$ cat src/rtl/lsu_pkg.sv
// rtl/lsu_pkg.sv - shared types and constants for the load/store unit
//
// Holds the controller state enum, the default memory_block address width,
// the access counter width and the access-kind encodings used on the
// req_write / req_byte inputs.
package lsu_pkg;

    localparam int LSU_ADDR_W = 18;

    // Counter covers ACCESS_CYCLES-1 for ACCESS_CYCLES up to 15.
    localparam int LSU_CNT_W = 4;

    typedef enum logic [1:0] {
        IDLE   = 2'd0,
        ACCESS = 2'd1,
        RESP   = 2'd2
    } lsu_state_e;

    // Access-kind encodings of req_write and req_byte.
    localparam logic KIND_LOAD  = 1'b0;
    localparam logic KIND_STORE = 1'b1;
    localparam logic KIND_BYTE  = 1'b1;

endpackage

$ cat src/rtl/load_extend.sv
// rtl/load_extend.sv - word/byte and sign/zero extension of memory read data
//
// Purpose: shapes the raw memory_block read word into the load result.
//   Word loads pass the data through; byte loads keep bits 7:0 and fill the
//   upper 24 bits with bit 7 (signed) or zero (unsigned). Bits 31:8 of the
//   raw data are ignored for byte loads.
// Ports:
//   raw_data  in  32  memory_block read_data
//   byte_op   in   1  1 = byte access
//   signed_op in   1  1 = sign-extend a byte load
//   ext_data  out 32  extended load result
module load_extend
    import lsu_pkg::*;
(
    input  logic [31:0] raw_data,
    input  logic        byte_op,
    input  logic        signed_op,
    output logic [31:0] ext_data
);

    always_comb begin
        ext_data = raw_data;
        if (byte_op == KIND_BYTE) begin
            ext_data = {{24{signed_op & raw_data[7]}}, raw_data[7:0]};
        end
    end

endmodule

$ cat src/rtl/load_store_unit.sv
// rtl/load_store_unit.sv - single-outstanding load/store front end for memory_block
//
// Purpose: accepts one load/store request at a time, drives memory_block for
//   ACCESS_CYCLES cycles, captures and extends load data, and returns a
//   one-cycle response. Out-of-range addresses are rejected without any
//   memory strobe.
// Optional feature: define LSU_ALIGN_CHECK_EN to also reject word accesses
//   whose address is not 4-byte aligned.
// Ports:
//   clk, reset                   clock, asynchronous active-high reset
//   req_valid/req_ready          request handshake
//   req_write/req_byte/req_signed access kind
//   req_addr/req_wdata           byte address and store data
//   resp_valid/resp_rdata/resp_error  one-cycle completion
//   mem_address/mem_write_data/mem_read/mem_write/mem_byte_operations
//                                drive memory_block
//   mem_read_data                memory_block read data (combinational)
module load_store_unit
    import lsu_pkg::*;
#(
    parameter int ADDR_W        = LSU_ADDR_W,
    parameter int ACCESS_CYCLES = 1
) (
    input  logic              clk,
    input  logic              reset,
    input  logic              req_valid,
    output logic              req_ready,
    input  logic              req_write,
    input  logic              req_byte,
    input  logic              req_signed,
    input  logic [31:0]       req_addr,
    input  logic [31:0]       req_wdata,
    output logic              resp_valid,
    output logic [31:0]       resp_rdata,
    output logic              resp_error,
    output logic [ADDR_W-1:0] mem_address,
    output logic [31:0]       mem_write_data,
    output logic              mem_read,
    output logic              mem_write,
    output logic              mem_byte_operations,
    input  logic [31:0]       mem_read_data
);

    lsu_state_e           state_q, state_d;
    logic [LSU_CNT_W-1:0] cnt_q, cnt_d;
    logic                 write_q, write_d;
    logic                 byte_q, byte_d;
    logic                 signed_q, signed_d;
    logic [ADDR_W-1:0]    addr_q, addr_d;
    logic [31:0]          wdata_q, wdata_d;
    logic                 err_q, err_d;
    logic [31:0]          result_q, result_d;

    logic                 addr_ok;
    logic [31:0]          ext_data;

    load_extend u_load_extend (
        .raw_data  (mem_read_data),
        .byte_op   (byte_q),
        .signed_op (signed_q),
        .ext_data  (ext_data)
    );

    // Acceptance check on the live request; upper address bits beyond the
    // memory window make the access illegal.
    always_comb begin
        addr_ok = (req_addr[31:ADDR_W] == '0);
`ifdef LSU_ALIGN_CHECK_EN
        if ((req_byte != KIND_BYTE) && (req_addr[1:0] != 2'b00)) begin
            addr_ok = 1'b0;
        end
`endif
    end

    always_comb begin
        state_d  = state_q;
        cnt_d    = cnt_q;
        write_d  = write_q;
        byte_d   = byte_q;
        signed_d = signed_q;
        addr_d   = addr_q;
        wdata_d  = wdata_q;
        err_d    = err_q;
        result_d = result_q;

        case (state_q)
            IDLE: begin
                if (req_valid) begin
                    result_d = '0;
                    if (addr_ok) begin
                        // The memory-facing latches only change for accesses
                        // that really reach memory, so mem_* outputs keep
                        // their last value across rejected requests.
                        write_d  = req_write;
                        byte_d   = req_byte;
                        signed_d = req_signed;
                        addr_d   = req_addr[ADDR_W-1:0];
                        wdata_d  = req_wdata;
                        err_d    = 1'b0;
                        cnt_d    = LSU_CNT_W'(ACCESS_CYCLES - 1);
                        state_d  = ACCESS;
                    end else begin
                        err_d   = 1'b1;
                        state_d = RESP;
                    end
                end
            end
            ACCESS: begin
                if (cnt_q == '0) begin
                    if (write_q == KIND_LOAD) begin
                        result_d = ext_data;
                    end
                    state_d = RESP;
                end else begin
                    cnt_d = cnt_q - 1'b1;
                end
            end
            RESP: begin
                state_d = IDLE;
            end
            default: begin
                state_d = IDLE;
            end
        endcase
    end

    always_ff @(posedge clk or posedge reset) begin
        if (reset) begin
            state_q  <= IDLE;
            cnt_q    <= '0;
            write_q  <= 1'b0;
            byte_q   <= 1'b0;
            signed_q <= 1'b0;
            addr_q   <= '0;
            wdata_q  <= '0;
            err_q    <= 1'b0;
            result_q <= '0;
        end else begin
            state_q  <= state_d;
            cnt_q    <= cnt_d;
            write_q  <= write_d;
            byte_q   <= byte_d;
            signed_q <= signed_d;
            addr_q   <= addr_d;
            wdata_q  <= wdata_d;
            err_q    <= err_d;
            result_q <= result_d;
        end
    end

    // Strobes decode straight from the state register so an asynchronous
    // reset drops them in the same cycle.
    assign req_ready           = (state_q == IDLE);
    assign mem_read            = (state_q == ACCESS) && (write_q == KIND_LOAD);
    assign mem_write           = (state_q == ACCESS) && (write_q == KIND_STORE);
    assign mem_address         = addr_q;
    assign mem_write_data      = wdata_q;
    assign mem_byte_operations = byte_q;

    assign resp_valid = (state_q == RESP);
    assign resp_error = resp_valid & err_q;
    assign resp_rdata = resp_valid ? result_q : '0;

endmodule
$ cat config.mk
export PLATFORM = sky130hd
export DESIGN_NAME = load_store_unit
export DESIGN_NICKNAME = d
export VERILOG_FILES = /design/src/rtl/lsu_pkg.sv /design/src/rtl/load_extend.sv /design/src/rtl/load_store_unit.sv
export SDC_FILE = /design/constraint.sdc
export NUM_CORES = 1
export LEC_CHECK = 0
export ABC_AREA = 1
export CELL_PAD_IN_SITES_DETAIL_PLACEMENT = 1
export CELL_PAD_IN_SITES_GLOBAL_PLACEMENT = 2
export CORE_UTILIZATION = 23
export DETAILED_ROUTE_END_ITERATION = 10
export PLACE_DENSITY_LB_ADDON = 0.12
export SLEW_MARGIN = 0
export SYNTH_ARGS = -nofsm -noshare
export SYNTH_HDL_FRONTEND = slang
export SYNTH_SLANG_ARGS = --single-unit
$ cat constraint.sdc
create_clock -name clk -period 3.9 [get_ports clk]
set_input_delay 0.585 -clock clk [delete_from_list [all_inputs] [get_ports clk]]
set_output_delay 0.585 -clock clk [all_outputs]
set_load 0.1 [all_outputs]
# After elaboration in Yosys (flattened, before gate mapping)
# Cells that the tools add are included.
[classes]
add_sub_neg = 1
eq_ne = 7
n_mux = 15
n_bitwise = 3
reduce_logical = 11
[ops]
columns = ["cell", "count"]
rows = [
  ["$mux W32", 5],
  ["$pmux W32 S2", 1],
  ["$logic_not A14 Y1", 1],
  ["$mux W4", 3],
  ["$ne A2 B2 Y1 const B", 4],
  ["$pmux W4 S2", 1],
  ["$reduce_and A4 Y1", 2],
  ["$mux W2", 3],
  ["$logic_not A4 Y1", 1],
  ["$pmux W2 S2", 1],
  ["$reduce_and A2 Y1", 2],
  ["$sub A4 B1 Y4 const B", 1],
  ["$reduce_and A3 Y1", 1],
  ["$and A1 B1 Y1", 2],
  ["$eq A2 B1 Y1 const B", 1],
  ["$eq A2 B2 Y1 const B", 1],
  ["$logic_and A1 B1 Y1", 2],
  ["$logic_not A2 Y1", 1],
  ["$ne A2 B1 Y1 const B", 1],
  ["$reduce_bool A2 Y1", 1],
  ["$mux W1", 1],
  ["$not A1 Y1", 1],
]
[word_totals]
register_bits = 92
in_bits = 102
out_inout_bits = 88
wordCells = 46

# Longest topological paths before layout
# Gate-level depths: netlist of run 1.
[logic_depth]
depth_word = 5
ltp_mapped = 9
depth_no_buf = 7

# By module
# A second synthesis of run 1 with hierarchy kept.
[hier_totals]
cells_unflattened = 565
area_unflattened_um2 = 4419.2
[modules_own_cells]
columns = ["mod", "n_inst", "cells_each", "area_per_inst_um2", "seq_area_each_um2"]
rows = [
  ["load_store_unit", 1, 503, 4107.7, 2302.2],
  ["load_extend", 1, 62, 311.5, 0.0],
]

# Least setup slack after synthesis of run 1
# OpenSTA, ideal clock, no wires.
[synth_path]
path_kind = "reg2out"
start = "reg state_q[0]"
end = "out resp_rdata[10]"
t_arrival_ns = 3.544
required_ns = 3.315
setup_slack_ns = -0.229
stages_incl_launch_ff = 5
path_cell_list = "dfrtp_1 -> nor2_1 -> inv_1 -> buf_1 -> nor2_1"
[synth_between]
elab_chain_cells = 2
[synth_rtl]
columns = ["element", "line", "rtl"]
rows = [
  ["start: declaration", "load_store_unit.sv:44", "lsu_state_e state_q, state_d;"],
  ["start signal: assignment", "load_store_unit.sv:139", "state_q <= state_d;"],
  ["$eq A2 B2 Y1", "load_store_unit.sv:160", "assign resp_valid = (state_q == RESP);"],
  ["named net resp_valid", "load_store_unit.sv:33", "output logic resp_valid,"],
  ["$mux W32", "load_store_unit.sv:162", "assign resp_rdata = resp_valid ? result_q : '0;"],
  ["end: declaration", "load_store_unit.sv:34", "output logic [31:0] resp_rdata,"],
]
# The timed path passes the listed nets, and every way through them passes these cells.

# Worst setup path in the final report of run 1
[layout_path]
start = "reg state_q[0]"
end = "out req_ready"
[layout_between]
elab_chain_cells = 1
[layout_rtl]
columns = ["element", "line", "rtl"]
rows = [
  ["$logic_not A2 Y1", "load_store_unit.sv:153", "assign req_ready = (state_q == IDLE);"],
  ["end: declaration", "load_store_unit.sv:27", "output logic req_ready,"],
]
# Every way passes these cells.

==> summary.md, run 1 <==
| Metric | Value |
|---|---|
| Power density cells | about 330 nW/um^2 |
| Library cells used by synthesis | 24 |
| Busiest layer in global routing | met2 |
| Synth area leader | dfrtp_1 |
| P_leak | 3.06 nW |
| Gpl congestion | ~0.7 |
| Fin crit share | between 60% and 70% |
| Worst reg2reg path endpoint | result_q[27] |
| CP Launch Type | flop |
| RSZ-0062 raised after global routing | false |
| Compound-Gate Fraction of Synth Area | ~9.1% |
| H-Tree Depth | 3 |
| Post-synthesis mux area share | 0% |
| Setup TNS | 0 ns |
| Reg-to-reg setup timing slack | 1.46 ns |
| Initial antenna violation count | 0 |
| Port Buf Inserts | between 150 and 200 |
| Wirelength per Cell | roughly 15 um |
| Core area | approximately 18000 um^2 |
| Worst EP required | ~3.3 ns |
| Slew margin rel. | 23.8% |
| Final std cell area, no fill | between 6000 and 7000 um^2 |
| Largest family of logic cells by synthesized area | simple AND/OR/NAND/NOR gates |
| DRC errors left | 0 |
| Vias | around 3900 |
| Clock buffer count from CTS | 9 |
| XOR/XNOR Fraction of Synth Area | less than 1% |
| Mapped Area | about 4200 um^2 |
| Commonest cells post-synth | nand2_1, dfrtp_1, nor2_1 |
| Vias in the first global route | just over 4000 |
| Die Width | about 140 um |
| Clock skew | around 0.0053 ns |
| DP HPWL | 9160 um |
| Hold EP | mem_address[11] |
| Area contributors post-synth | dfrtp_1, nand2_1, nor2_1 |
| Clock Latency Late Sink | approximately 0.34 ns |
| N_diodes | 0 |
| RR Startpoint | state_q[1] |
| GR Util met3 | between 3 and 4% |
| Max-cap violations | 0 |
| YS warnings | 0 |
| DIE AREA | about 19000 um^2 |
| Drt via density | around 4.2 |
| Row count | 49 |
| Simple-gate area share of the yosys netlist | about 27% |
| Seq/Total Area, Yosys | 54.8% |
| Fraction of layout cells with a size suffix above 1 | approximately an eighth |
| Syn Inst Count | 506 |
| Count leader, synth | nand2_1 |
| Routed wire length | ~13000 um |
| Post-Syn Nets | between 600 and 700 |
| Synth-to-Final Area Change | 53.9% |
| GR Util met1 | between 10% and 20% |
| Number of synthesized flops with an enable pin | 0 |
| Fill cell total of the finished layout | ~2100 |
| Post-DP Area | slightly above 6000 um^2 |
| Ports | between 150 and 200 |
| Worst-Margin Slew | about 1.1 ns |
| Post-synthesis adder-cell area fraction | 0.595% |
| Post-layout min period | ~2.7 ns |
| Crit Path Max Fanout | 3 |
| CP peak stage delay | roughly 1.2 ns |
| Dpl cells | between 900 and 1000 |
| Crit path kind | flop to output pin |
| Final Slew Violations | 0 |
| CTS Root Buffer Type | clkbuf_16 |
| CP Cell Sequence | nor2_2 -> clkdlybuf4s50_1 |
| Share of the synthesized area in the top cell type | ~55% |
| HP Class | flop to flop |
| Pre-antenna DRT Iters | 4 |
| GRT Overall Usage | roughly 15% |
| Hold Fails Final Rpt | 0 |
| Remaining antenna violation count after routing | 0 |
| Met2 usage in global routing | roughly 25% |
| Top_reg_cell synth | dfrtp_1 |
| Largest net degree at the start of global routing | between 50 and 60 |
| # hold bufs at CTS | 0 |
| CTS Buffer Depth | 2 |
| Min-delay src | mem_address[11] |
| Finish-stage setup viols | 0 |
| Fmax | about 0.37 GHz |
| Drt initial violations | 106 |
| Starting Density | a little under a quarter |
| CP endpoint kind | output pin |
| Die Y | 137 um |
| Post-CTS Setup Inserts | 0 |
| Peak VDD IR | around 180 uV |
| Gr ovfl total | 0 |
| Clk slew on worst S/H paths | approximately 0.06 ns |
| Clk sinks | just over 90 |
| First-pass GRT wire length | 21100 um |
| CTS tree | yes |
| Final #Nets | roughly 790 |
| Finished Layout Cells | between 900 and 1000 |
| Syn Area/Cell | 8.31 um^2 |
| Resized Gates After CTS | 0 |
| Ys async rst share | 100% |
| Depth of the worst register-to-register path | 6 |
| Yosys reg bits | between 90 and 100 |
| Hold depth | 2 |
| Crit path DAT | ~2.1 ns |
| Slowest CP cell | clkdlybuf4s50_1 |
| Hold_ws | 0.479 ns |
| Status | finished, final reports clean |
## logic make-up (layout without fill, tap and decap cells)
kind of cell             after synthesis  in the layout
AND/OR/NAND/NOR                      290            290
AO/OA/AOI/OAI                         51             51
adder cells (fa/ha/maj)                2              2
flip-flops                            92             92
buffers and inverters                 70            251
XOR/XNOR                               1              1
## final cells by class
class	instances	area, um^2	share of cell area (%)
repair buffers	195	1860	28.7
clock inverters	2	60.1	0.928
multi-input cells	344	1550	23.9
inverters	43	164	2.53
well taps	229	287	4.43
flip-flops and latches	92	2300	35.6
clock buffers	11	253	3.91
## how the worst max path moves through the flow
stage               start              to  slack, ns  depth (start not counted)
5_1_grt        state_q[0]       req_ready       1.12                          2
3_5_place_dp    req_valid    result_q[26]       1.26                          5
4_1_cts        state_q[0]       req_ready       1.15                          2
3_3_place_gp    req_valid    result_q[28]       1.35                          5
6_report       state_q[0]       req_ready       1.19                          2
2_1_floorplan  state_q[0]  resp_rdata[10]       0.32                          4
## sequential cells by signal, summed over array words and instances (netlist names)
register,flops
state_q,2
cnt_q,4
mem_byte_operations,1
mem_address,18
signed_q,1
result_q,32
mem_write_data,32
write_q,1
err_q,1
## critical path: cells and delay by family, from the launching register on
kind	cells	cell delay (ns)
buffers and inverters	1	1.17
and+or+nand+nor	1	0.19
DFF	1	0.42
## per-layer routing
layer / wire length, um / up-vias / part of all wire, %
met5: 0 / - / 0
met4: 188 / 0 / 1.4
met3: 790 / 11 / 5.9
met2: 6520 / 102 / 49
met1: 5810 / 1860 / 44
li1: - / 1908 / -
## through the flow
stage          total power, W  utilization [%]  setup WS, ns
6_report              0.00211             36.0          1.19
3_5_place_dp          0.00119             34.3          1.26
4_1_cts               0.00216             36.0          1.15
5_1_grt               0.00220             36.0          1.12
3_3_place_gp          0.00119             34.3          1.35
2_1_floorplan         0.00106                -         0.317
## power breakdown
group	leakage, nW	internal (W)	switching, W	total (W)
clock	0.154	0.000586	0.000361	0.000947
sequential	1.28	0.000956	0.00000110	0.000957
combinational	1.63	0.000103	0.000106	0.000209
## cells in the final DEF, fill, tap and decap left out, drive strengths merged, types with 11 or more instances in the layout
master / instances
o211ai: 24
clkbuf: 11
o21ai: 25
dfrtp: 92
nand2: 221
buf: 42
nor2: 51
nand3: 17
clkdlybuf4s50: 153
inv: 43
(Power assumes the default switching activity.)
==> run 2, diff against run 1 <==
CORE_UTILIZATION = 20   (was 23)
clock period = 2.22 ns   (was 3.9 ns; I/O delays follow)
==> run 2 against run 1 <==
Compared with the run above:
- highest routed layer unchanged
- final area rose by 11%
- combinational power rose by 110%
- critical endpoint is now mem_write
- cell count rose by 5.7%
- setup slack got worse by 0.90 ns
- count of clock-buffer cells in the layout fell by 1
- largest cell class unchanged
- via count rose by 1.5%
- die area rose by 15%
- critical path depth rose by 4
- power rose by 75%
- sequential share of layout area fell by 3.7 points
- largest power group unchanged
- critical path type unchanged
==> summary.md, run 2 (synthesis gave the netlist of run 1 again) <==
| Metric | Value |
|---|---|
| P_leak | 3.31 nW (was 3.06 nW) |
| DRC errors left | 0 (unchanged) |
| # hold bufs at CTS | 0 (unchanged) |
| Finish-stage setup viols | 0 (unchanged) |
| GRT Overall Usage | 13.3% (was 14.7%) |
| Peak VDD IR | 350 uV (was 183 uV) |
| RR Startpoint | cnt_q[0] (was state_q[1]) |
| Die Width | 147 um (was 137 um) |
| Crit path DAT | 1.59 ns (was 2.13 ns) |
| RSZ-0062 raised after global routing | false (unchanged) |
| Clock buffer count from CTS | 9 (unchanged) |
| Post-CTS Setup Inserts | 0 (unchanged) |
| Clock skew | 0.00899 ns (was 0.00526 ns) |
| Hold Fails Final Rpt | 0 (unchanged) |
| Row count | 52 (was 49) |
| CP Launch Type | flop (unchanged) |
| Clock Latency Late Sink | 0.34 ns (about the same) |
| CP endpoint kind | output pin (unchanged) |
| DIE AREA | 21600 um^2 (was 18800 um^2) |
| Comb power frac | 11.9% (was 9.9%) |
| CP peak stage delay | 0.39 ns (was 1.17 ns) |
| Ports | 190 (unchanged) |
| Pre-antenna DRT Iters | 4 (unchanged) |
| Status | finished, final reports clean (unchanged) |
| Crit path kind | flop to output pin (unchanged) |
| Worst reg2reg path endpoint | result_q[26] (was result_q[27]) |
| Vias in the first global route | 4337 (was 4105) |
| Gr ovfl total | 0 (unchanged) |
| Routed wire length | 13800 um (was 13300 um) |
| Post-route setup slack | 0.295 ns (was 1.19 ns) |
| CP Cell Sequence | inv_1 -> nand2_2 -> inv_2 -> nand2_1 -> inv_1 -> buf_12 (was nor2_2 -> clkdlybuf4s50_1) |
| Crit Path Max Fanout | 8 (was 3) |
| Initial antenna violation count | 0 (unchanged) |
| Fin crit share | roughly 87% |
| Final #Nets | 797 (was 789) |
| GR Util met3 | 3.66% (was 3.79%) |
| Final Slew Violations | 0 (unchanged) |
| GR Util met1 | 15.2% (was 17.9%) |
| Setup TNS | 0 ns (unchanged) |
| Post-layout min period | between 1.5 and 2 ns |
| CTS tree | yes (unchanged) |
| Max-cap violations | 0 (unchanged) |
| Largest net degree at the start of global routing | 59 (unchanged) |
| Port Buf Inserts | 189 (unchanged) |
| Drt initial violations | 78 (was 106) |
| Reg-to-reg setup timing slack | 0.41 ns (was 1.46 ns) |
| Busiest layer in global routing | met2 (unchanged) |
| N_diodes | 0 (unchanged) |
| Slew margin rel. | 76.7% (was 23.8%) |
| Core area | 20400 um^2 (was 18000 um^2) |
| Depth of the worst register-to-register path | 8 (was 6) |
| Fraction of layout cells with a size suffix above 1 | 25.5% (was 11.6%) |
| HP Class | input port to async pin (was flop to flop) |
| Vias | 3939 (was 3881) |
| Worst EP required | 1.89 ns (was 3.31 ns) |
| Drt via density | 4.07 (was 4.24) |
| Net Sw Frac | 24.7% (was 22.2%) |
| Switch Pwr | 0.000915 W (was 0.000468 W) |
| Commonest cells after routing, fill and taps aside | nand2_1, clkdlybuf4s50_1, dfrtp_1 (unchanged) |
| Reg power frac | 45.3% (about the same) |
| Gpl congestion | 0.703 (was 0.687) |
| Synth-to-Final Area Change | 71.6% (was 53.9%) |
| Slowest CP cell | dfrtp_1 (was clkdlybuf4s50_1) |
| Int Pwr | 0.00279 W (was 0.00164 W) |
| CTS Root Buffer Type | clkbuf_16 (unchanged) |
| CTS Buffer Depth | 2 (unchanged) |
| H-Tree Depth | 3 (unchanged) |
| Remaining antenna violation count after routing | 0 (unchanged) |
| Most used cell, CP | inv_1 |
| Worst-Margin Slew | 0.349 ns (was 1.14 ns) |
| DP HPWL | 10100 um (was 9160 um) |
| Power density cells | 514 nW/um^2 (was 327 nW/um^2) |
| Wirelength per Cell | 14.3 um (was 14.5 um) |
| Starting Density | 20.6% (was 23.4%) |
| First-pass GRT wire length | 22600 um (was 21100 um) |
| Overall Power | 0.00371 W (was 0.00211 W) |
| Commonest non-fill, non-tap cell in the layout | nand2_1 (unchanged) |
| Die Y | 147 um (was 137 um) |
| Pre-CTS setup slack | 0.281 ns (was 1.26 ns) |
| Resized Gates After CTS | 0 (unchanged) |
| Met2 usage in global routing | 23.7% (was 24.6%) |
| Clock group share of total power | 42.8% (was 44.8%) |
| Fmax | 0.519 GHz |
| Clk slew on worst S/H paths | 0.07 ns (was 0.06 ns) |
| End-of-flow core utilization | 35.3% (was 36.0%) |
| Clk sinks | 92 (unchanged) |
[run 2: changes by cell type in the layout (fill, tap and decap cells not counted)]
cell,previous run,this run
clkbuf_8,2,1
nor2_4,0,34
buf_12,1,42
clkdlybuf4s50_1,153,101
inv_4,1,0
clkinvlp_4,0,3
nor2_1,49,15
buf_4,41,60
clkinv_2,0,3
inv_1,39,38
clkinv_4,0,1
bufinv_16,2,1
[run 2: final cells by class]
type | count | area, um^2
flip-flops and latches | 92 | 2300
clock buffers | 10 | 239
inverters | 43 | 166
multi-input cells | 344 | 1800
well taps | 270 | 338
repair buffers | 203 | 2300
fillers | 2365 | 13200
clock inverters | 6 | 63.8
[run 2: routing by layer]
metal,up-vias,part of all wire (%)
met5,-,0
met4,0,1.5
met3,11,6.7
met2,109,51
met1,1891,41
li1,1928,-
[run 2: worst max path at each step]
stage | start | end | slack [ns] | depth (start not counted)
floorplan | state_q[1] | resp_rdata[1] | -0.05 | 5
global placement | req_addr[19] | cnt_q[1] | 0.35 | 7
detailed placement | req_addr[19] | cnt_q[2] | 0.28 | 7
CTS | state_q[1] | mem_write | 0.22 | 6
global route | state_q[1] | mem_write | 0.17 | 6
finish | state_q[1] | mem_write | 0.29 | 6
[run 2: stage by stage]
stage | hold WS, ns | std cells | instance area (um^2)
finish | 0.407 | 968 | 7210
global route | 0.424 | 968 | 7210
CTS | 0.410 | 968 | 7210
detailed placement | 0.464 | 952 | 6910
global placement | 0.458 | 952 | 6910
floorplan | 0.442 | 506 | 4480
[run 2: power by group through the flow]
stage / registers (W) / logic, W / clock network, W
after CTS: 0.00168 / 0.000452 / 0.00167
after detailed placement: 0.00171 / 0.000449 / 0
final: 0.00168 / 0.000440 / 0.00159
after floorplan: 0.00172 / 0.000190 / 0
after global placement: 0.00171 / 0.000447 / 0
after global routing: 0.00168 / 0.000470 / 0.00172
[run 2: worst max-delay path: cells and delay by family, from the launching register on]
family        cells  cell delay, ns
buf+inv           4            0.59
simple gates      2            0.27
flops             1            0.39
